==> config.mk <==
export PLATFORM = sky130hd
export DESIGN_NAME = pipo_share_arbiter_flat
export DESIGN_NICKNAME = d
export VERILOG_FILES = /design/src/rtl/pipo_share_arbiter_pkg.sv /design/src/rtl/pipo_share_arbiter_if.sv /design/src/rtl/rr_pick.sv /design/src/rtl/pipo_share_arbiter.sv /design/src/flat_wrapper.sv
export SDC_FILE = /design/constraint.sdc
export NUM_CORES = 1
export LEC_CHECK = 0
export BUFFER_PORTS_ARGS = -buffer_cell sky130_fd_sc_hd__buf_2
export CAP_MARGIN = 20
export CORE_AREA = 2 2 70 72
export DETAILED_ROUTE_END_ITERATION = 6
export DIE_AREA = 0 0 72 74
export GPL_TIMING_DRIVEN = 1
export HOLD_SLACK_MARGIN = 0.03
export MAX_ROUTING_LAYER = met4
export PLACE_DENSITY = 0.6
export SLEW_MARGIN = 0
export SYNTH_ARGS = -nofsm -noshare
export SYNTH_HDL_FRONTEND = slang
export SYNTH_SLANG_ARGS = --single-unit
==> constraint.sdc <==
create_clock -name clk -period 1.5 [get_ports clk]
set_input_delay 0.225 -clock clk [delete_from_list [all_inputs] [get_ports clk]]
set_output_delay 0.225 -clock clk [all_outputs]
set_load 0.05 [all_outputs]
==> src/rtl/pipo_share_arbiter_pkg.sv <==
// Shared types and constants for the pipo_share_arbiter block: FSM state
// encoding, hold-counter width and the index-width helper.
package pipo_share_pkg;

  // Arbiter FSM states. HOLD keeps the loaded word stable for the consumer.
  typedef enum logic [1:0] {
    IDLE = 2'd0,
    LOAD = 2'd1,
    HOLD = 2'd2
  } state_e;

  // HOLD_CYCLES is limited to 0..255, so an 8-bit down-counter suffices.
  localparam int HOLD_CNT_W = 8;

  // Width of a requester index. This is never less than one bit, so that
  // degenerate widths cannot appear in port declarations.
  function automatic int idx_w(input int n);
    return (n > 1) ? $clog2(n) : 1;
  endfunction

endpackage

==> src/rtl/pipo_share_arbiter_if.sv <==
// Bus bundle between the requesters and the shared-register arbiter.
// The master side drives requests, words and flush. The slave side (the
// arbiter) drives grants and the shared output word.
interface pipo_share_arbiter_if #(
  parameter int N_REQ = 4,
  parameter int WIDTH = 4
);
  import pipo_share_pkg::*;

  localparam int IDX_W = idx_w(N_REQ);

  logic [N_REQ-1:0]       req;       // per-requester request level
  logic [N_REQ*WIDTH-1:0] req_data;  // requester i word at [i*WIDTH +: WIDTH]
  logic                   flush;     // clear shared register (IDLE only)
  logic [N_REQ-1:0]       gnt;       // one-hot grant, LOAD cycle only
  logic [IDX_W-1:0]       gnt_id;    // index of last granted requester
  logic [WIDTH-1:0]       dout;      // shared register contents
  logic                   busy;      // high in LOAD and HOLD
  logic                   valid;     // dout holds a granted word

  modport master (
    output req, req_data, flush,
    input  gnt, gnt_id, dout, busy, valid
  );

  modport slave (
    input  req, req_data, flush,
    output gnt, gnt_id, dout, busy, valid
  );

endinterface

==> src/rtl/rr_pick.sv <==
// Combinational round-robin priority picker. It returns the first asserted
// request found by searching from ptr_i upwards, wrapping modulo N_REQ.
// N_REQ does not have to be a power of two.
module rr_pick #(
  parameter int N_REQ = 4,
  parameter int IDX_W = 2
) (
  input  logic [N_REQ-1:0] req_i,
  input  logic [IDX_W-1:0] ptr_i,
  output logic             found_o,
  output logic [IDX_W-1:0] idx_o
);

  int               cand;
  logic [IDX_W-1:0] cand_idx;

  // Scan candidates in priority order ptr, ptr+1, ... and keep the first hit.
  always_comb begin
    // NOTE: every variable assigned in a combinational block gets a default
    // up front. A path that leaves one unassigned would infer a latch.
    found_o  = 1'b0;
    idx_o    = '0;
    cand     = 0;
    cand_idx = '0;
    for (int k = 0; k < N_REQ; k++) begin
      cand = int'(ptr_i) + k;
      if (cand >= N_REQ) begin
        cand = cand - N_REQ;
      end
      cand_idx = IDX_W'(cand);
      if (!found_o && req_i[cand_idx]) begin
        found_o = 1'b1;
        idx_o   = cand_idx;
      end
    end
  end

endmodule

==> src/rtl/pipo_share_arbiter.sv <==
// Round-robin arbiter that shares one WIDTH-bit holding register between
// N_REQ parallel word sources.
// IDLE samples requests and picks a winner. LOAD (one cycle) asserts the
// grant and captures the word. HOLD keeps dout frozen for HOLD_CYCLES cycles
// before arbitration resumes.
module pipo_share_arbiter
  import pipo_share_pkg::*;
#(
  parameter int N_REQ       = 4,
  parameter int WIDTH       = 4,
  parameter int HOLD_CYCLES = 2
) (
  input logic                clk,
  input logic                clear_n,
  pipo_share_arbiter_if.slave bus
);

  localparam int IDX_W = idx_w(N_REQ);

  // HOLD is entered with the count of remaining cycles minus one, so that
  // HOLD lasts exactly HOLD_CYCLES cycles.
  localparam logic [HOLD_CNT_W-1:0] HOLD_LAST =
    (HOLD_CYCLES > 0) ? HOLD_CNT_W'(HOLD_CYCLES - 1) : '0;
  localparam logic [IDX_W-1:0] LAST_IDX = IDX_W'(N_REQ - 1);

  // FSM and arbitration state
  state_e                  state_q;
  logic [IDX_W-1:0]        ptr_q;
  logic [IDX_W-1:0]        gnt_id_q;
  logic [HOLD_CNT_W-1:0]   hold_cnt_q;
  logic [N_REQ-1:0]        gnt_q;
  logic                    busy_q;

  // Shared holding register
  logic [WIDTH-1:0]        dout_q, dout_d;
  logic                    valid_q, valid_d;

  // Picker results and derived controls
  logic                    pick_found;
  logic [IDX_W-1:0]        pick_idx;
  logic [N_REQ-1:0]        pick_onehot;
  logic [IDX_W-1:0]        ptr_next;
  logic [WIDTH-1:0]        load_word;
  logic                    load_en;
  logic                    clr_en;

  rr_pick #(
    .N_REQ (N_REQ),
    .IDX_W (IDX_W)
  ) u_pick (
    .req_i   (bus.req),
    .ptr_i   (ptr_q),
    .found_o (pick_found),
    .idx_o   (pick_idx)
  );

  assign pick_onehot = {{(N_REQ-1){1'b0}}, 1'b1} << pick_idx;

  // The pointer moves just past the granted requester, wrapping modulo N_REQ
  // even when N_REQ is not a power of two.
  assign ptr_next = (gnt_id_q == LAST_IDX) ? '0 : gnt_id_q + 1'b1;

  // Select the granted requester's word with a constant-index mux.
  always_comb begin
    load_word = '0;
    for (int i = 0; i < N_REQ; i++) begin
      if (gnt_id_q == IDX_W'(i)) begin
        load_word = bus.req_data[i*WIDTH +: WIDTH];
      end
    end
  end

  // FSM with registered grant/busy outputs. The reset branch overrides any
  // LOAD or HOLD in progress.
  always_ff @(posedge clk) begin
    // NOTE: all sequential state uses non-blocking assignments, so every
    // register in this block sees the pre-edge values of the others.
    if (!clear_n) begin
      state_q    <= IDLE;
      ptr_q      <= '0;
      gnt_id_q   <= '0;
      hold_cnt_q <= '0;
      gnt_q      <= '0;
      busy_q     <= 1'b0;
    end else begin
      case (state_q)
        IDLE: begin
          if (pick_found) begin
            gnt_id_q <= pick_idx;
            gnt_q    <= pick_onehot;
            busy_q   <= 1'b1;
            state_q  <= LOAD;
          end
        end
        LOAD: begin
          gnt_q <= '0;
          ptr_q <= ptr_next;
          if (HOLD_CYCLES == 0) begin
            busy_q  <= 1'b0;
            state_q <= IDLE;
          end else begin
            hold_cnt_q <= HOLD_LAST;
            state_q    <= HOLD;
          end
        end
        HOLD: begin
          if (hold_cnt_q == '0) begin
            busy_q  <= 1'b0;
            state_q <= IDLE;
          end else begin
            hold_cnt_q <= hold_cnt_q - 1'b1;
          end
        end
        default: begin
          gnt_q   <= '0;
          busy_q  <= 1'b0;
          state_q <= IDLE;
        end
      endcase
    end
  end

  // Load and clear enables for the shared register. A pending request
  // takes priority over flush.
  assign load_en = (state_q == LOAD);
  assign clr_en  = (state_q == IDLE) && !pick_found && bus.flush;

  // Next value of the shared register: load, clear or hold.
  always_comb begin
    dout_d  = dout_q;
    valid_d = valid_q;
    if (load_en) begin
      dout_d  = load_word;
      valid_d = 1'b1;
    end else if (clr_en) begin
      dout_d  = '0;
      valid_d = 1'b0;
    end
  end

  // Shared holding register with synchronous clear.
  always_ff @(posedge clk) begin
    if (!clear_n) begin
      dout_q  <= '0;
      valid_q <= 1'b0;
    end else begin
      dout_q  <= dout_d;
      valid_q <= valid_d;
    end
  end

  assign bus.gnt    = gnt_q;
  assign bus.gnt_id = gnt_id_q;
  assign bus.dout   = dout_q;
  assign bus.busy   = busy_q;
  assign bus.valid  = valid_q;

endmodule

==> src/flat_wrapper.sv <==
// flat-port wrapper written by rule: the top's interface ports become plain ports
module pipo_share_arbiter_flat import pipo_share_pkg::*;
#(
  parameter int N_REQ       = 4,
  parameter int WIDTH       = 4,
  parameter int HOLD_CYCLES = 2
)
  (clk, clear_n, bus_req, bus_req_data, bus_flush, bus_gnt, bus_gnt_id, bus_dout, bus_busy, bus_valid);
  pipo_share_arbiter_if #(.N_REQ(N_REQ), .WIDTH(WIDTH)) bus_i ();
  input logic clk;
  input logic clear_n;
  input wire logic [$bits(bus_i.req)-1:0] bus_req;
  input wire logic [$bits(bus_i.req_data)-1:0] bus_req_data;
  input wire logic [$bits(bus_i.flush)-1:0] bus_flush;
  output wire logic [$bits(bus_i.gnt)-1:0] bus_gnt;
  output wire logic [$bits(bus_i.gnt_id)-1:0] bus_gnt_id;
  output wire logic [$bits(bus_i.dout)-1:0] bus_dout;
  output wire logic [$bits(bus_i.busy)-1:0] bus_busy;
  output wire logic [$bits(bus_i.valid)-1:0] bus_valid;
  assign bus_i.req = bus_req;
  assign bus_i.req_data = bus_req_data;
  assign bus_i.flush = bus_flush;
  assign bus_gnt = bus_i.gnt;
  assign bus_gnt_id = bus_i.gnt_id;
  assign bus_dout = bus_i.dout;
  assign bus_busy = bus_i.busy;
  assign bus_valid = bus_i.valid;
  pipo_share_arbiter #(.N_REQ(N_REQ), .WIDTH(WIDTH), .HOLD_CYCLES(HOLD_CYCLES)) u_core (.clk(clk), .clear_n(clear_n), .bus(bus_i));
endmodule
==> impl_results.html, run 1 <==
<table>
<tr><th>Metric</th><th>Value</th></tr>
<tr><th colspan="2">Clock network</th></tr>
<tr><td>Inserted Clock Buffers</td><td>3</td></tr>
<tr><td>Skew-Pair Late Insertion Delay</td><td>280 ps</td></tr>
<tr><td>Maximum level of the CTS H-tree</td><td>1</td></tr>
<tr><td>Maximum count of clock buffers along a single path</td><td>2</td></tr>
<tr><td>Master cell of the clock root buffer</td><td>clkbuf_8</td></tr>
<tr><td>Clock tree from TritonCTS</td><td>done</td></tr>
<tr><td>Post-cts hold buffer count</td><td>0</td></tr>
<tr><td>Clk sink count</td><td>24</td></tr>
<tr><td>Clock slew seen by the registers of the worst setup and hold paths</td><td>90 ps</td></tr>
<tr><th colspan="2">Synth</th></tr>
<tr><td>Dominant synthesized flop cell</td><td>dfxtp_1</td></tr>
<tr><td>Area contributors post-synth</td><td>dfxtp_1 (36%), a21oi_1 (7.2%), nand2_1 (6.0%)</td></tr>
<tr><td>Synth Area per Inst</td><td>8.01 µm²</td></tr>
<tr><td>Sequential fraction of the synthesis area</td><td>0.364</td></tr>
<tr><td>List of most frequent post-synthesis cells</td><td>dfxtp_1 (24), nand2_1 (21), a21oi_1 (19)</td></tr>
<tr><td>Number of flip-flops and latches in the synthesized netlist</td><td>24</td></tr>
<tr><td>Syn Std Cell Area</td><td>1320 µm²</td></tr>
<tr><td>Dominant cell by count in the synthesized netlist</td><td>dfxtp_1</td></tr>
<tr><td>Count of cell types in the netlist</td><td>39</td></tr>
<tr><td>Number of instances in the synthesized netlist</td><td>165</td></tr>
<tr><td>Yosys top cell by area</td><td>dfxtp_1</td></tr>
<tr><td>Net count after synthesis</td><td>194</td></tr>
<tr><td>Number of synthesized flops with an enable pin</td><td>0</td></tr>
<tr><td>Count of warnings emitted by yosys</td><td>0</td></tr>
<tr><td>Share of Yosys cell area claimed by the top area cell type</td><td>0.364</td></tr>
<tr><td>Fraction of registers with async set/reset</td><td>0</td></tr>
<tr><th colspan="2">Timing</th></tr>
<tr><td>Clock skew after layout</td><td>4.29 ps</td></tr>
<tr><td>Final Cycle Share</td><td>0.985</td></tr>
<tr><td>Maximum operating frequency</td><td>677 MHz</td></tr>
<tr><td>Final Slew Violations</td><td>0</td></tr>
<tr><td>Final setup violation count</td><td>0</td></tr>
<tr><td>Hold violation count in the final report</td><td>0</td></tr>
<tr><td>Headroom to the max-slew limit</td><td>0.743</td></tr>
<tr><td>Transition at the pin with the smallest max-transition slack</td><td>382 ps</td></tr>
<tr><td>Period minus WS final</td><td>1480 ps</td></tr>
<tr><td>Unrepaired setup endpoints after global routing</td><td>yes</td></tr>
<tr><th colspan="2">Floorplanning</th></tr>
<tr><td>Core Box Area</td><td>4600 µm²</td></tr>
<tr><td>Effective utilization at floorplan</td><td>0.287</td></tr>
<tr><td>Floorplan row count</td><td>25</td></tr>
<tr><td>Chip Width</td><td>72 µm</td></tr>
<tr><td>Overall die height</td><td>74 µm</td></tr>
<tr><td>Die footprint</td><td>5330 µm²</td></tr>
<tr><td>I/O pins</td><td>35</td></tr>
<tr><th colspan="2">Route</th></tr>
<tr><td>Iteration-0 DRC count of the detailed router</td><td>32</td></tr>
<tr><td>Count of antenna-violating nets left after detailed routing</td><td>0</td></tr>
<tr><td>Residual DRC</td><td>0</td></tr>
<tr><td>Total Routed Length</td><td>3250 µm</td></tr>
<tr><td>Via density</td><td>4.85</td></tr>
<tr><td>Routed vias</td><td>1314</td></tr>
<tr><td>1st-pass router iterations</td><td>4</td></tr>
<tr><td>Average detailed-routed wire length per instance</td><td>12.0 µm</td></tr>
<tr><th colspan="2">Final layout</th></tr>
<tr><td>Final nets</td><td>247</td></tr>
<tr><td>Number of diodes added for antenna fixing</td><td>0</td></tr>
<tr><td>Post-route standard cell area excluding fillers</td><td>1820 µm²</td></tr>
<tr><td>Share of the core filled with cells</td><td>0.395</td></tr>
<tr><td>Area growth from synthesis to layout</td><td>37.4%</td></tr>
<tr><td>Layout cell share with drive strength beyond 1</td><td>0.364</td></tr>
<tr><th colspan="2">Power</th></tr>
<tr><td>Static Leak</td><td>0.000794 µW</td></tr>
<tr><td>Maximum ir drop on the vdd rail</td><td>456 µV</td></tr>
<tr><td>Clock group share of total power</td><td>0.229</td></tr>
<tr><td>Comb power frac</td><td>0.387</td></tr>
<tr><td>Share of total power consumed by net switching</td><td>0.363</td></tr>
<tr><td>Seq pwr share</td><td>0.383</td></tr>
<tr><td>Total internal power</td><td>1270 µW</td></tr>
<tr><td>Sum of internal, switching and leakage power</td><td>1990 µW</td></tr>
<tr><td>Power per cell area</td><td>1100 nW/µm²</td></tr>
<tr><td>Power dissipated by switching net loads</td><td>724 µW</td></tr>
<tr><th colspan="2">Place</th></tr>
<tr><td>Number of buffers added on ports</td><td>34</td></tr>
<tr><td>DPL Wire Length</td><td>2500 µm</td></tr>
<tr><td>Routability-driven placement congestion ratio</td><td>0.766</td></tr>
<tr><td>Standard cell area after detailed placement</td><td>1700 µm²</td></tr>
<tr><th colspan="2">Critical path</th></tr>
<tr><td>Startpoint type of the worst setup path</td><td>flip-flop</td></tr>
<tr><td>Largest stage delay on the critical path</td><td>330 ps</td></tr>
<tr><td>Top delay family on crit path</td><td>simple AND/OR/NAND/NOR gates</td></tr>
<tr><td>Critical path's slowest cell</td><td>dfxtp_2</td></tr>
<tr><td>Required time at the endpoint of the critical path</td><td>1720 ps</td></tr>
<tr><td>Classification of the worst setup path</td><td>reg -&gt; reg</td></tr>
<tr><td>Arrival time at the worst endpoint</td><td>1700 ps</td></tr>
<tr><td>Buffering stage count on the worst path with inverters included</td><td>1</td></tr>
<tr><td>CP max FO</td><td>4</td></tr>
<tr><td>Minimum setup slack among reg-to-reg paths</td><td>20 ps</td></tr>
<tr><td>Setup crit end kind</td><td>flip-flop</td></tr>
<tr><td>Sequence of cells on the critical path</td><td>inv_2 &gt; ha_4 &gt; nor4b_4 &gt; a21oi_2 &gt; mux2_4 &gt; nor2_2</td></tr>
<tr><th colspan="2">Outcome</th></tr>
<tr><td>Run status</td><td>completed</td></tr>
<tr><th colspan="2">GRT</th></tr>
<tr><td>Total global routing track utilization</td><td>0.130</td></tr>
<tr><td>Total congestion overflow</td><td>0</td></tr>
<tr><td>Largest net degree at the start of global routing</td><td>14</td></tr>
<tr><td>First-pass GRT wire length</td><td>5340 µm</td></tr>
<tr><td>Number of global-route vias before repair</td><td>1231</td></tr>
<tr><td>Antenna violations before repair</td><td>0</td></tr>
<tr><th colspan="2">Min path</th></tr>
<tr><td>Type of the most critical hold path</td><td>in -&gt; reg</td></tr>
<tr><th colspan="2">Run</th></tr>
<tr><td>Count of maximum capacitance violations</td><td>0</td></tr>
</table>
[repair_timing]
action / in CTS / in global routing
resized for setup: 2 / 14
pin swaps: 0 / 1
endpoints found under the setup margin: 2 / 11
buffers inserted: 0 / 1
[final timing paths]
check,cells past startpoint,start,end
max reg2reg,6,u_core.hold_cnt_q[0],u_core.hold_cnt_q[1]
min reg2reg,2,u_core.bus.dout[1],u_core.bus.dout[1]
min,3,bus_req_data[13],u_core.bus.dout[1]
max,6,u_core.hold_cnt_q[0],u_core.hold_cnt_q[1]
[cell type report]
type | count | area (µm²)
Tap cell | 54 | 67.6
Clock buffer | 4 | 55.1
Multi-Input combinational cell | 118 | 817
Sequential cell | 24 | 488
Fill cell | 473 | 2780
Inverter | 16 | 60.1
Timing Repair Buffer | 55 | 328
[metal layers]
layer  vias up  wire [µm]  GRT usage  share of wire
met2        44       1400      0.205           0.43
li1        697          -          -              -
met5         -          0          -              0
met3         6        178     0.0190          0.055
met4         0         74     0.0629          0.023
met1       567       1600      0.163           0.49
[per-stage QoR]
stage | cells | hold slack, ps | worst slack [ps] | setup TNS, ps
3_5_place_dp | 267 | 461 | -1.89 | -1.89
6_report | 271 | 243 | 23.0 | 0
5_1_grt | 271 | 275 | -53.8 | -53.8
4_1_cts | 271 | 249 | 2.22 | 0
3_3_place_gp | 267 | 458 | 10.3 | 0
2_1_floorplan | 165 | 417 | 20.3 | 0
[power groups by stage]
| stage | Sequential, µW | Clock, µW | Combinational (µW) |
|---|---|---|---|
| finish | 765 | 458 | 772 |
| global route | 776 | 490 | 850 |
| CTS | 762 | 460 | 739 |
| detailed placement | 776 | 0 | 732 |
| global placement | 776 | 0 | 733 |
| floorplan | 892 | 0 | 372 |
[worst min-delay path, cell delays in order]
cell	delay, ps
buf_2	80
a22oi_1	80
o22ai_1	100
[flip-flops by register name, summed over array words and instances (netlist names)]
signal             count
u_core.bus.busy        1
u_core.bus.dout        4
u_core.bus.gnt         4
u_core.bus.gnt_id      2
u_core.bus.valid       1
u_core.hold_cnt_q      8
u_core.ptr_q           2
u_core.state_q         2
[placed cells by master (no fill, tap or decap), drive strengths merged, types with 2 or more instances in the layout]
master    n
dfxtp    24
nor2      9
ha        6
nand2    21
o32ai     4
mux2i     2
a21oi    19
or2       2
nor4      2
o22ai     6
a211oi    2
or3       2
nand2b    7
o2111ai   2
buf      55
o21ai     7
nor3      6
inv      16
clkbuf    4
a22oi     4
or4       2
[logic make-up after synthesis]
| kind of cell | after synthesis | synth area share |
|---|---|---|
| simple gates | 56 | 0.223 |
| compound gates | 51 | 0.246 |
| buf+inv | 23 | 0.0739 |
| xor+xnor | 2 | 0.0133 |
| fa+ha+maj | 6 | 0.0568 |
| mux | 3 | 0.0237 |
| flops | 24 | 0.364 |
Note: power is estimated with default switching activity, not from simulation.
==> run 2, diff against run 1 <==
BUFFER_PORTS_ARGS = -buffer_cell sky130_fd_sc_hd__buf_4   (was -buffer_cell sky130_fd_sc_hd__buf_2)
CTS_CLUSTER_SIZE = 16   (was unset)
==> run 2 against run 1 <==
Against the previous run: worst hold slack got worse by 3.9 ps; power increased by 6.4%; highest routed layer unchanged; non-clock buffer count decreased by 5; via count decreased by 1.2%; flip-flop and latch count unchanged; first-iteration DRC count decreased by 16%; critical path depth unchanged; worst setup slack improved by 43 ps; critical path type unchanged; combinational power about the same; clock power increased by 26%.
==> impl_results.html, run 2 (synthesized netlist as in run 1, its figures left out) <==
<table>
<tr><th>Metric</th><th>Value</th></tr>
<tr><th colspan="2">Outcome</th></tr>
<tr><td>Run status</td><td>completed</td></tr>
<tr><th colspan="2">Floorplanning</th></tr>
<tr><td>Overall die height</td><td>74 µm (unchanged)</td></tr>
<tr><td>Floorplan row count</td><td>25 (unchanged)</td></tr>
<tr><td>Chip Width</td><td>72 µm (unchanged)</td></tr>
<tr><td>I/O pins</td><td>35 (unchanged)</td></tr>
<tr><td>Effective utilization at floorplan</td><td>0.287 (unchanged)</td></tr>
<tr><td>Core Box Area</td><td>4600 µm² (unchanged)</td></tr>
<tr><td>Die footprint</td><td>5330 µm² (unchanged)</td></tr>
<tr><th colspan="2">Final layout</th></tr>
<tr><td>Register with the highest flop count</td><td>u_core.hold_cnt_q</td></tr>
<tr><td>Number of diodes added for antenna fixing</td><td>0 (unchanged)</td></tr>
<tr><td>Largest register FFs</td><td>8 (unchanged)</td></tr>
<tr><td>Commonest non-fill, non-tap cells in the layout</td><td>buf_4 (50), nand2_1 (21), a21oi_1 (18), dfxtp_1 (18), inv_1 (14)</td></tr>
<tr><td>Layout cell share with drive strength beyond 1</td><td>0.344 (-0.0197)</td></tr>
<tr><td>Final nets</td><td>242 (-2.0%)</td></tr>
<tr><td>Share of the core filled with cells</td><td>0.405 (+0.0106)</td></tr>
<tr><td>Area growth from synthesis to layout</td><td>41.1%</td></tr>
<tr><td>Most common cell after layout, fill and taps aside</td><td>buf_4</td></tr>
<tr><td>Post-route standard cell area excluding fillers</td><td>1860 µm² (+2.7%)</td></tr>
<tr><th colspan="2">Clock network</th></tr>
<tr><td>Clock slew seen by the registers of the worst setup and hold paths</td><td>90 ps (about the same)</td></tr>
<tr><td>Master cell of the clock root buffer</td><td>clkbuf_8</td></tr>
<tr><td>Inserted Clock Buffers</td><td>3 (unchanged)</td></tr>
<tr><td>Clk sink count</td><td>24 (unchanged)</td></tr>
<tr><td>Maximum level of the CTS H-tree</td><td>1 (unchanged)</td></tr>
<tr><td>Post-cts hold buffer count</td><td>0 (unchanged)</td></tr>
<tr><td>Clock tree from TritonCTS</td><td>done</td></tr>
<tr><td>Skew-Pair Late Insertion Delay</td><td>270 ps (about the same)</td></tr>
<tr><td>Maximum count of clock buffers along a single path</td><td>2 (unchanged)</td></tr>
<tr><th colspan="2">Timing</th></tr>
<tr><td>Clock skew after layout</td><td>4.26 ps (-0.0360 ps)</td></tr>
<tr><td>Period minus WS final</td><td>1430 ps (-43.5 ps)</td></tr>
<tr><td>Final setup violation count</td><td>0 (unchanged)</td></tr>
<tr><td>Transition at the pin with the smallest max-transition slack</td><td>417 ps (+34.8 ps)</td></tr>
<tr><td>Headroom to the max-slew limit</td><td>0.720 (-0.0230)</td></tr>
<tr><td>Maximum operating frequency</td><td>698 MHz (+3.0%)</td></tr>
<tr><td>Final Cycle Share</td><td>0.956 (-0.0290)</td></tr>
<tr><td>Final Slew Violations</td><td>0 (unchanged)</td></tr>
<tr><td>Hold violation count in the final report</td><td>0 (unchanged)</td></tr>
<tr><td>Unrepaired setup endpoints after global routing</td><td>yes</td></tr>
<tr><th colspan="2">Power</th></tr>
<tr><td>Static Leak</td><td>0.000799 µW (+0.51%)</td></tr>
<tr><td>Clock group share of total power</td><td>0.271 (+0.042)</td></tr>
<tr><td>Seq pwr share</td><td>0.366 (-0.017)</td></tr>
<tr><td>Total internal power</td><td>1410 µW (+11%)</td></tr>
<tr><td>Power per cell area</td><td>1140 nW/µm² (+3.6%)</td></tr>
<tr><td>Maximum ir drop on the vdd rail</td><td>394 µV (-13%)</td></tr>
<tr><td>Comb power frac</td><td>0.363 (-0.024)</td></tr>
<tr><td>Share of total power consumed by net switching</td><td>0.336 (-0.0273)</td></tr>
<tr><td>Power dissipated by switching net loads</td><td>713 µW (-1.6%)</td></tr>
<tr><td>Sum of internal, switching and leakage power</td><td>2120 µW (+6.4%)</td></tr>
<tr><th colspan="2">Route</th></tr>
<tr><td>Average detailed-routed wire length per instance</td><td>12.3 µm (+2.7%)</td></tr>
<tr><td>Via density</td><td>4.88 (+0.64%)</td></tr>
<tr><td>Count of antenna-violating nets left after detailed routing</td><td>0 (unchanged)</td></tr>
<tr><td>Routed vias</td><td>1298 (-1.2%)</td></tr>
<tr><td>Iteration-0 DRC count of the detailed router</td><td>27 (-16%)</td></tr>
<tr><td>Total Routed Length</td><td>3270 µm (+0.80%)</td></tr>
<tr><td>Residual DRC</td><td>0 (unchanged)</td></tr>
<tr><td>1st-pass router iterations</td><td>4 (unchanged)</td></tr>
<tr><th colspan="2">GRT</th></tr>
<tr><td>Total congestion overflow</td><td>0 (unchanged)</td></tr>
<tr><td>Antenna violations before repair</td><td>0 (unchanged)</td></tr>
<tr><td>Largest net degree at the start of global routing</td><td>15 (+1)</td></tr>
<tr><td>First-pass GRT wire length</td><td>5320 µm (-0.39%)</td></tr>
<tr><td>Number of global-route vias before repair</td><td>1207 (-1.9%)</td></tr>
<tr><td>Total global routing track utilization</td><td>0.129 (-0.000731)</td></tr>
<tr><th colspan="2">Critical path</th></tr>
<tr><td>CP max FO</td><td>4 (unchanged)</td></tr>
<tr><td>Critical path's slowest cell</td><td>dfxtp_1</td></tr>
<tr><td>Required time at the endpoint of the critical path</td><td>1720 ps (about the same)</td></tr>
<tr><td>Setup crit end kind</td><td>flip-flop</td></tr>
<tr><td>Startpoint type of the worst setup path</td><td>flip-flop</td></tr>
<tr><td>Top delay family on crit path</td><td>simple AND/OR/NAND/NOR gates</td></tr>
<tr><td>Classification of the worst setup path</td><td>reg -&gt; reg</td></tr>
<tr><td>Sequence of cells on the critical path</td><td>inv_2 &gt; ha_4 &gt; nor4b_4 &gt; a21oi_2 &gt; mux2_4 &gt; nor2_2</td></tr>
<tr><td>Largest stage delay on the critical path</td><td>330 ps (about the same)</td></tr>
<tr><td>Buffering stage count on the worst path with inverters included</td><td>1 (unchanged)</td></tr>
<tr><td>Arrival time at the worst endpoint</td><td>1650 ps (-50 ps)</td></tr>
<tr><th colspan="2">Place</th></tr>
<tr><td>DPL Wire Length</td><td>2420 µm (-3.1%)</td></tr>
<tr><td>Number of buffers added on ports</td><td>34 (unchanged)</td></tr>
<tr><td>Routability-driven placement congestion ratio</td><td>0.822 (+7.4%)</td></tr>
<tr><td>Standard cell area after detailed placement</td><td>1720 µm² (+1.5%)</td></tr>
<tr><th colspan="2">Run</th></tr>
<tr><td>Count of maximum capacitance violations</td><td>0 (unchanged)</td></tr>
<tr><th colspan="2">Min path</th></tr>
<tr><td>Type of the most critical hold path</td><td>in -&gt; reg</td></tr>
</table>
## run 2: changes by cell type in the layout (fill, tap and decap cells not counted), sizes merged
cell    change
bufinv      +1
clkbuf      -1
buf         -5
## run 2: area by class of cell
type	instances	area, µm²
sequential	24	488
multi-input combinational	118	802
inverter	16	60.1
timing repair buffer	50	375
tap	54	67.6
clock inverter	1	30.0
fill	475	2730
clock buffer	3	41.3
## run 2: power by group through the flow
stage	registers [µW]	logic (µW)	clock network [µW]
3_3_place_gp	789	708	0
5_1_grt	790	852	614
6_report	778	770	575
3_5_place_dp	789	706	0
4_1_cts	774	732	592
2_1_floorplan	892	372	0
## run 2: repair_timing
item                                   CTS  global route
pin swaps                                2             2
setup endpoints to repair                2            14
resized for setup                        1            13
buffers inserted                         2             1
endpoints found under the hold margin    0             0
gates cloned                             0             0
## run 2: through the flow
step	cells	setup TNS (ps)	hold slack [ps]	worst slack [ps]
final	266	0	240	66.5
after global placement	259	-29.8	469	-29.8
after floorplan	165	0	417	20.3
after global routing	266	-90.2	257	-49.7
after CTS	265	0	234	15.8
after detailed placement	259	-31.4	470	-31.4
## run 2: routing by layer
layer / global-route usage / vias up / wire length [µm]
li1: - / 685 / -
met1: 0.172 / 575 / 1620
met2: 0.192 / 34 / 1390
met3: 0.0244 / 4 / 190
met4: 0.0503 / 0 / 64
met5: - / - / 0
## run 2: final timing paths
check | from | to | slack (ps) | depth (start not counted)
hold / removal | bus_req_data[15] | u_core.bus.dout[3] | 240 | 3
hold reg to reg | u_core.bus.gnt[2] | u_core.bus.gnt[2] | 480 | 2
setup reg to reg | u_core.hold_cnt_q[1] | u_core.hold_cnt_q[1] | 70 | 6
setup / recovery | u_core.hold_cnt_q[1] | u_core.hold_cnt_q[1] | 70 | 6
## run 2: tightest hold or removal path, delay by kind of cell
kind / cells / cell delay (ps)
compound gates: 2 / 170
buf+inv: 1 / 80
==> run 3, diff against run 2 <==
GPL_TIMING_DRIVEN = 0   (was 1)
==> run 3 against run 2 <==
Against the previous run: die area unchanged; flip-flop and latch count stayed put; sequential power about the same; sequential share of layout area fell by 0.64 points; worst hold slack got worse by 2.6 ps; clock power shrank 1%; register-to-register slack about the same; via count decreased by 0.77%; non-clock buffer count stayed put; wire length is 0.52% higher; highest routed layer unchanged.
==> impl_results.html, run 3 (synthesized netlist as in run 1, its figures left out) <==
<table>
<tr><th>Metric</th><th>Value</th></tr>
<tr><th colspan="2">Floorplanning</th></tr>
<tr><td>Die footprint</td><td>5330 µm² (unchanged)</td></tr>
<tr><td>Core Box Area</td><td>4600 µm² (unchanged)</td></tr>
<tr><td>I/O pins</td><td>35 (unchanged)</td></tr>
<tr><td>Effective utilization at floorplan</td><td>0.287 (unchanged)</td></tr>
<tr><td>Floorplan row count</td><td>25 (unchanged)</td></tr>
<tr><td>Overall die height</td><td>74 µm (unchanged)</td></tr>
<tr><td>Chip Width</td><td>72 µm (unchanged)</td></tr>
<tr><th colspan="2">Final layout</th></tr>
<tr><td>Layout cell share with drive strength beyond 1</td><td>0.373 (+0.0283)</td></tr>
<tr><td>Number of diodes added for antenna fixing</td><td>0 (unchanged)</td></tr>
<tr><td>Area growth from synthesis to layout</td><td>45.4%</td></tr>
<tr><td>Largest register FFs</td><td>8 (unchanged)</td></tr>
<tr><td>Final nets</td><td>242 (unchanged)</td></tr>
<tr><td>Most common cell after layout, fill and taps aside</td><td>buf_4</td></tr>
<tr><td>Share of the core filled with cells</td><td>0.418 (+0.0122)</td></tr>
<tr><td>Register with the highest flop count</td><td>u_core.hold_cnt_q</td></tr>
<tr><td>Commonest non-fill, non-tap cells in the layout</td><td>buf_4 (43), nand2_1 (20), a21oi_1 (18), dfxtp_1 (18), inv_1 (14)</td></tr>
<tr><th colspan="2">Place</th></tr>
<tr><td>DPL Wire Length</td><td>2280 µm (-5.8%)</td></tr>
<tr><td>Number of buffers added on ports</td><td>33 (-2.9%)</td></tr>
<tr><td>Routability-driven placement congestion ratio</td><td>0.774 (-5.8%)</td></tr>
<tr><th colspan="2">Run</th></tr>
<tr><td>Count of maximum capacitance violations</td><td>0 (unchanged)</td></tr>
<tr><th colspan="2">Timing</th></tr>
<tr><td>Period minus WS final</td><td>1450 ps (+11.7 ps)</td></tr>
<tr><td>Maximum operating frequency</td><td>692 MHz (-0.81%)</td></tr>
<tr><td>Unrepaired setup endpoints after global routing</td><td>yes</td></tr>
<tr><td>Hold violation count in the final report</td><td>0 (unchanged)</td></tr>
<tr><td>Final Cycle Share</td><td>0.964 (+0.00782)</td></tr>
<tr><td>Headroom to the max-slew limit</td><td>0.597 (-0.122)</td></tr>
<tr><td>Final Slew Violations</td><td>0 (unchanged)</td></tr>
<tr><td>Clock skew after layout</td><td>5.35 ps (+1.10 ps)</td></tr>
<tr><td>Final setup violation count</td><td>0 (unchanged)</td></tr>
<tr><td>Transition at the pin with the smallest max-transition slack</td><td>598 ps (+181 ps)</td></tr>
<tr><th colspan="2">Route</th></tr>
<tr><td>Routed vias</td><td>1288 (-0.77%)</td></tr>
<tr><td>Residual DRC</td><td>0 (unchanged)</td></tr>
<tr><td>Total Routed Length</td><td>3290 µm (+0.52%)</td></tr>
<tr><td>Average detailed-routed wire length per instance</td><td>12.4 µm (+0.52%)</td></tr>
<tr><td>Count of antenna-violating nets left after detailed routing</td><td>0 (unchanged)</td></tr>
<tr><td>Iteration-0 DRC count of the detailed router</td><td>28 (+3.7%)</td></tr>
<tr><td>1st-pass router iterations</td><td>4 (unchanged)</td></tr>
<tr><td>Via density</td><td>4.84 (-0.77%)</td></tr>
<tr><th colspan="2">Clock network</th></tr>
<tr><td>Clock slew seen by the registers of the worst setup and hold paths</td><td>80 ps (about the same)</td></tr>
<tr><td>Inserted Clock Buffers</td><td>3 (unchanged)</td></tr>
<tr><td>Post-cts hold buffer count</td><td>0 (unchanged)</td></tr>
<tr><td>Skew-Pair Late Insertion Delay</td><td>270 ps (about the same)</td></tr>
<tr><td>Master cell of the clock root buffer</td><td>clkbuf_8</td></tr>
<tr><td>Clk sink count</td><td>24 (unchanged)</td></tr>
<tr><td>Maximum count of clock buffers along a single path</td><td>2 (unchanged)</td></tr>
<tr><td>Maximum level of the CTS H-tree</td><td>1 (unchanged)</td></tr>
<tr><td>Clock tree from TritonCTS</td><td>done</td></tr>
<tr><th colspan="2">Power</th></tr>
<tr><td>Maximum ir drop on the vdd rail</td><td>511 µV (+30%)</td></tr>
<tr><td>Share of total power consumed by net switching</td><td>0.339 (+0.00364)</td></tr>
<tr><td>Total internal power</td><td>1440 µW (+1.8%)</td></tr>
<tr><td>Clock group share of total power</td><td>0.262 (-0.009)</td></tr>
<tr><td>Static Leak</td><td>0.000807 µW (+1.1%)</td></tr>
<tr><td>Power per cell area</td><td>1130 nW/µm² (-0.61%)</td></tr>
<tr><td>Power dissipated by switching net loads</td><td>737 µW (+3.5%)</td></tr>
<tr><td>Sum of internal, switching and leakage power</td><td>2170 µW (+2.4%)</td></tr>
<tr><td>Seq pwr share</td><td>0.357 (-0.009)</td></tr>
<tr><td>Comb power frac</td><td>0.382 (+0.019)</td></tr>
<tr><th colspan="2">GRT</th></tr>
<tr><td>Largest net degree at the start of global routing</td><td>15 (unchanged)</td></tr>
<tr><td>Number of global-route vias before repair</td><td>1201 (-0.50%)</td></tr>
<tr><td>First-pass GRT wire length</td><td>5150 µm (-3.1%)</td></tr>
<tr><td>Total congestion overflow</td><td>0 (unchanged)</td></tr>
<tr><td>Total global routing track utilization</td><td>0.124 (-0.00464)</td></tr>
<tr><td>Antenna violations before repair</td><td>0 (unchanged)</td></tr>
<tr><th colspan="2">Critical path</th></tr>
<tr><td>Minimum setup slack among reg-to-reg paths</td><td>50 ps (about the same)</td></tr>
<tr><td>Buffering stage count on the worst path with inverters included</td><td>1 (unchanged)</td></tr>
<tr><td>Startpoint type of the worst setup path</td><td>flip-flop</td></tr>
<tr><td>Largest stage delay on the critical path</td><td>490 ps (+160 ps)</td></tr>
<tr><td>Arrival time at the worst endpoint</td><td>1660 ps (about the same)</td></tr>
<tr><td>Critical path's slowest cell</td><td>or4_1</td></tr>
<tr><td>Classification of the worst setup path</td><td>reg -&gt; reg</td></tr>
<tr><td>Setup crit end kind</td><td>flip-flop</td></tr>
<tr><td>Top delay family on crit path</td><td>simple AND/OR/NAND/NOR gates</td></tr>
<tr><td>CP max FO</td><td>4 (unchanged)</td></tr>
<tr><td>Sequence of cells on the critical path</td><td>inv_2 &gt; ha_4 &gt; nand2b_1 &gt; o311ai_4 &gt; or4_1 &gt; nand2_1</td></tr>
<tr><td>Required time at the endpoint of the critical path</td><td>1720 ps (about the same)</td></tr>
<tr><th colspan="2">Outcome</th></tr>
<tr><td>Run status</td><td>completed</td></tr>
<tr><th colspan="2">Min path</th></tr>
<tr><td>Type of the most critical hold path</td><td>in -&gt; reg</td></tr>
</table>
## run 3: changes by cell type in the layout (fill, tap and decap cells not counted), sizes merged
| cell | delta |
|---|---|
| buf | -1 |
| clkbuf | +1 |
## run 3: metrics by stage
stage | worst slack, ps | TNS, ps | hold slack, ps | instances | instance area [µm²]
after floorplan | 20.3 | 0 | 417 | 165 | 1340
after global placement | -107 | -804 | 464 | 252 | 1660
after detailed placement | -106 | -691 | 466 | 252 | 1660
after CTS | 0.732 | 0 | 230 | 259 | 1780
after global routing | -45.8 | -104 | 251 | 266 | 1920
final | 54.7 | 0 | 237 | 266 | 1920
## run 3: power groups by stage
stage	clock (µW)	combinational [µW]	sequential, µW
final	569	830	776
after CTS	593	724	769
after floorplan	0	372	892
after global placement	0	671	781
after detailed placement	0	672	782
after global routing	617	902	787
## run 3: path summary, 6_finish.rpt
check | from | end | cells past startpoint
setup / recovery | u_core.hold_cnt_q[1] | u_core.hold_cnt_q[5] | 6
setup reg to reg | u_core.hold_cnt_q[1] | u_core.hold_cnt_q[5] | 6
hold / removal | bus_req_data[15] | u_core.bus.dout[3] | 3
hold reg to reg | u_core.bus.dout[0] | u_core.bus.dout[0] | 2
## run 3: layout make-up
class / instances / area [µm²]
Inverter: 16 / 62.6
Timing Repair Buffer: 44 / 328
Multi-Input combinational cell: 118 / 847
Clock buffer: 3 / 41.3
Buffer: 6 / 53.8
Tap cell: 54 / 67.6
Sequential cell: 24 / 490
Clock inverter: 1 / 30.0
Fill cell: 461 / 2680
## run 3: worst reg2reg max path, cell delays in order, from the launching register on
cell and delay (ps):
dfxtp_2 370, inv_2 60, ha_4 170, nand2b_1 120, o311ai_4 110, or4_1 490, nand2_1 80
## run 3: routing by layer
| metal | share of wire | track usage |
|---|---|---|
| met1 | 0.47 | 0.154 |
| met2 | 0.46 | 0.198 |
| met3 | 0.054 | 0.0230 |
| met4 | 0.015 | 0.0545 |
| met5 | 0 | - |
## run 3: timing repair
action	in CTS	in global routing
resized for setup	9	23
pin swaps	3	4
buffers inserted	3	7
setup endpoints to repair	6	17
gates cloned	0	1
